--- config.mk ---
export PLATFORM = sky130hd
export DESIGN_NAME = wcs_loader
export DESIGN_NICKNAME = d
export VERILOG_FILES = /design/src/rtl/wcs_loader.sv
export SDC_FILE = /design/constraint.sdc
export NUM_CORES = 1
export LEC_CHECK = 0
export BUFFER_PORTS_ARGS = -buffer_cell sky130_fd_sc_hd__buf_2
export CAP_MARGIN = 20
export CORE_AREA = 2 2 117 119
export CTS_CLUSTER_DIAMETER = 100
export DETAILED_ROUTE_END_ITERATION = 10
export DIE_AREA = 0 0 119 121
export PLACE_DENSITY_LB_ADDON = 0.25
export SYNTH_ARGS = -nofsm -noshare
export SYNTH_HDL_FRONTEND = slang
export SYNTH_SLANG_ARGS = --single-unit
export TNS_END_PERCENT = 10
--- constraint.sdc ---
create_clock -name clk -period 2.4 [get_ports clk]
set_clock_uncertainty 0.05 [all_clocks]
set_input_delay 0.6 -clock clk [delete_from_list [all_inputs] [get_ports clk]]
set_output_delay 0.6 -clock clk [all_outputs]
set_load 0.005 [all_outputs]
--- src/rtl/wcs_loader.sv ---
// wcs_loader: assembles 36-bit console chunks into microwords and writes them to the control store.
// Optional macro WCS_VERIFY_EN adds a read-back and compare of every written microword.
module wcs_loader #(
   parameter int cromWidth = 108,
   parameter int addrWidth = 12
) (
   input  logic                 clk,
   input  logic                 rst,
   input  logic                 ldSTART,
   input  logic [addrWidth-1:0] ldADDR,
   input  logic [addrWidth-1:0] ldCOUNT,
   input  logic                 ldABORT,
   input  logic [35:0]          ldDATA,
   input  logic                 ldVALID,
   output logic                 ldREADY,
   output logic                 ldBUSY,
   output logic                 ldDONE,
   output logic                 ldERR,
   output logic                 cpuHOLD,
   output logic [addrWidth-1:0] wcsADDR,
   output logic [0:cromWidth-1] wcsDATA,
   output logic                 wcsWE,
   input  logic [0:cromWidth-1] wcsRD
);
`ifdef WCS_VERIFY_EN
   typedef enum logic [2:0] {IDLE, COLLECT, WRITE, DONE, READ, CHECK} state_t;
`else
   typedef enum logic [1:0] {IDLE, COLLECT, WRITE, DONE} state_t;
   logic unusedRd;
   assign unusedRd = ^wcsRD;
`endif
   state_t state, nextState;
   logic [addrWidth-1:0] remaining;
   logic [1:0] chunkCnt;
   logic abort, take, advance, more;
   assign abort = ldABORT && state != IDLE;
   assign more = remaining > addrWidth'(1);
   assign ldBUSY = state != IDLE;
   assign cpuHOLD = state != IDLE;
   // abort masks every strobe in the same cycle it is seen
   assign ldREADY = state == COLLECT && !ldABORT;
   assign ldDONE = state == DONE && !ldABORT;
   assign wcsWE = state == WRITE && !ldABORT;
   assign take = ldREADY && ldVALID;
`ifdef WCS_VERIFY_EN
   assign advance = state == CHECK;
`else
   assign advance = state == WRITE;
`endif
   always_comb begin
      nextState = state;
      case (state)
         IDLE: nextState = ldSTART ? (ldCOUNT == '0 ? DONE : COLLECT) : IDLE;
         COLLECT: nextState = (take && chunkCnt == 2'd2) ? WRITE : COLLECT;
`ifdef WCS_VERIFY_EN
         WRITE: nextState = READ;
         READ: nextState = CHECK;
         CHECK: nextState = more ? COLLECT : DONE;
`else
         WRITE: nextState = more ? COLLECT : DONE;
`endif
         default: nextState = IDLE;
      endcase
      if (abort) nextState = IDLE;
   end
   always_ff @(posedge clk) begin
      if (rst) begin
         state <= IDLE;
         wcsADDR <= '0;
         wcsDATA <= '0;
         remaining <= '0;
         chunkCnt <= '0;
         ldERR <= 1'b0;
      end else begin
         state <= nextState;
         if (abort) begin
            ldERR <= 1'b1;
            chunkCnt <= '0;
         end else begin
            if (state == IDLE && ldSTART) begin
               wcsADDR <= ldADDR;
               remaining <= ldCOUNT;
               ldERR <= 1'b0;
               chunkCnt <= '0;
            end
            if (take) begin
               wcsDATA[36*chunkCnt +: 36] <= ldDATA;
               chunkCnt <= chunkCnt == 2'd2 ? 2'd0 : chunkCnt + 2'd1;
            end
            if (advance) begin
               remaining <= remaining - 1'b1;
               if (more) wcsADDR <= wcsADDR + 1'b1;
            end
`ifdef WCS_VERIFY_EN
            if (state == CHECK && wcsRD != wcsDATA) ldERR <= 1'b1;
`endif
         end
      end
   end
endmodule
==> results.py <==
metrics = {
    "run_status": {
        "status": "complete, no violations",
    },
    "final_layout": {
        "final_common_cell": "nand2_1",
        "multi_input_area_sq_um": 2520,
        "n_antenna_cell": 0,
        "final_layout_size_suffix_gt1_frac": 0.288,
        "fin_nets": 1070,
        "stdcell_area_sq_um": 7380,
        "seq_area_sq_um": 2740,
        "layout_common_cells": "nand2_1 (240), buf_2 (189), dfxtp_1 (137), a21oi_1 (123), nor2_1 (28)",
        "final_util": 0.564,
        "nFillCells": 1281,
        "area_growth_pct": 34.2,
    },
    "detailed_routing": {
        "drc": 0,
        "firstDrtPassIters": 4,
        "via_per_inst": 5.14,
        "drtIter0Drc": 389,
        "routedWlPerCell_um": 14.9,
        "ant_nets": 0,
        "vias": 5565,
        "drt_wl_total_um": 16200,
    },
    "grt": {
        "grt_usage": 0.227,
        "grt_pass1_wl_um": 26000,
        "grt_pass1_vias": 5128,
        "antenna_found_initial": 1,
        "overflow": 0,
        "grt_max_degree": 132,
    },
    "clocking": {
        "numCtsBuffers": 17,
        "clk_latency_ns": 0.42,
        "h-tree-depth": 4,
        "cts-root-buf": "clkbuf_16",
        "hold_buffers": 0,
        "clk_path_buf_depth": 2,
        "cts_resized": 0,
        "cts_tree": "yes",
        "clkSinkCount": 137,
        "clk_pin_slew_ns": 0.06,
        "postCtsSetupBuffers": 0,
    },
    "synthesis": {
        "yosys_warnings": 0,
        "syn_nets": 884,
        "yosysSeqAreaShare": 0.499,
        "ys.flop_type": "dfxtp_1",
        "netlist_area_sq_um": 5500,
        "synthCells": 708,
        "synth-edff-count": 0,
        "ys_types": 55,
        "synthArstFlopShare": 0,
        "ys_ff_latch": 137,
        "synth_area_per_cell_sq_um": 7.76,
    },
    "power": {
        "swShare": 0.224,
        "clkPwrFrac": 0.511,
        "p_switching_mw": 1.29,
        "powerDensity_nw_per_um2": 779,
        "internal-power_mw": 4.46,
        "peakVddDrop_mv": 0.402,
        "power.leakage_nw": 3.10,
        "comb_power_share": 0.074,
        "seqPwrFrac": 0.416,
    },
    "sta": {
        "hold_viol": 0,
        "fin_tns_setup_ns": 0,
        "maxSlewViolCount": 0,
        "rsz0062_at_grt": "false",
        "fmax_mhz": 470,
        "setup_viol": 0,
        "slew_headroom": 0.556,
        "period_needed_ns": 2.13,
        "tightest_slew_ns": 0.667,
        "fin_crit_sh": 0.886,
    },
    "placement": {
        "place_congestion": 0.857,
        "place_area_sq_um": 6710,
        "portBuffers": 190,
        "hpwl_um": 11000,
    },
    "die": {
        "core_sq_um": 13100,
        "rows": 42,
        "die_area_sq_um": 14400,
        "pin_count": 299,
        "initial_utilization": 0.420,
        "dieHeight_um": 121,
        "die_w_um": 119,
    },
    "run": {
        "drv_cap": 0,
    },
    "min_path": {
        "min_from": "ldDATA[7]",
        "hold_path_class": "input pin to flip-flop",
    },
    "critical_path": {
        "cp-start-kind": "flip-flop",
        "critPathMaxFanout": 7,
        "critPathRequiredTime_ns": 2.69,
        "crit_type": "flip-flop to flip-flop",
        "r2r-start": "wcsADDR[4]",
        "cp-end-kind": "flip-flop",
        "crit_path_start": "wcsADDR[4]",
        "critPathArrivalTime_ns": 2.41,
    },
}
## metal layers
metal  vias up  GRT usage  wire, um
li1       2774          -         -
met1      2590      0.284      7140
met2       173      0.368      7690
met3        28     0.0695      1010
met4         0     0.0833       316
met5         -          0         0
## worst max-delay path, cell delays in order, from the launching register on
cell,delay [ns]
dfxtp_1,0.46
nand4_2,0.14
or2_1,0.27
or4_1,0.47
or4_1,0.45
a41oi_2,0.20
## per-stage QoR
| step | power (mW) | instances | hold WS (ns) | worst slack [ns] |
|---|---|---|---|---|
| final | 5.74 | 1082 | 0.385 | 0.275 |
| after global routing | 5.95 | 1082 | 0.377 | 0.173 |
| after CTS | 5.79 | 1082 | 0.370 | 0.318 |
| after detailed placement | 2.86 | 1051 | 0.393 | 0.238 |
| after global placement | 2.86 | 1051 | 0.389 | 0.222 |
| after floorplan | 2.66 | 708 | 0.403 | 0.460 |
## final timing paths
| check | endpoint | slack, ns | cells past startpoint |
|---|---|---|---|
| min reg2reg | wcsDATA[22] | 0.40 | 2 |
| min | wcsDATA[100] | 0.38 | 3 |
| max reg2reg | wcsADDR[11] | 0.27 | 5 |
| max | wcsADDR[11] | 0.27 | 5 |
## synth_stat cells (all sizes together) (2+ instances only)
library cell | count | area (sq um)
nand2b | 2 | 12.5
a211oi | 5 | 37.5
o22ai | 6 | 37.5
or3 | 2 | 12.5
nor3 | 6 | 35.0
o21ai | 22 | 118
nor4 | 7 | 58.8
a22oi | 3 | 22.5
a21o | 2 | 15.0
or2 | 2 | 12.5
a221oi | 7 | 61.3
inv | 11 | 41.3
or3b | 2 | 17.5
and2 | 3 | 18.8
o221a | 2 | 22.5
or4 | 3 | 22.5
a31oi | 2 | 18.8
nand4 | 7 | 50.1
nor2 | 28 | 105
dfxtp | 137 | 2740
o32ai | 4 | 35.0
nor3b | 4 | 45.1
and3b | 2 | 17.5
ha | 3 | 37.5
nand3 | 6 | 30.0
nor2b | 2 | 12.5
o21a | 3 | 22.5
buf | 14 | 67.6
a21oi | 123 | 616
nand2 | 240 | 901
clkbuf | 36 | 135
## cells by family (layout without fill, tap and decap cells)
| kind of cell | count (synthesis) | in the layout | share of synthesized area |
|---|---|---|---|
| buffers and inverters | 61 | 259 | 0.0444 |
| DFF | 137 | 137 | 0.499 |
| adders and majority gates | 3 | 3 | 0.00683 |
| AOI/OAI and AO/OA | 188 | 188 | 0.199 |
| and+or+nand+nor | 319 | 319 | 0.250 |
## state kept, by name, summed over array words and instances, names as in the netlist
signal / flops
chunkCnt: 2
ldERR: 1
remaining: 12
state: 2
wcsADDR: 12
wcsDATA: 108
## power groups by stage
stage | Combinational (mW) | Clock, mW | Sequential, mW
floorplan | 0.237 | 0 | 2.43
global placement | 0.420 | 0 | 2.44
detailed placement | 0.422 | 0 | 2.44
CTS | 0.424 | 2.98 | 2.39
global route | 0.473 | 3.08 | 2.40
finish | 0.423 | 2.93 | 2.39
## area by class of cell
class | instances | share of cell area
clock buffers | 21 | 0.0651
clock inverters | 10 | 0.0258
inverters | 11 | 0.00560
multi-input cells | 510 | 0.342
flip-flops and latches | 137 | 0.372
well taps | 176 | 0.0299
repair buffers | 217 | 0.160
Power figures use the tool's default switching activity.
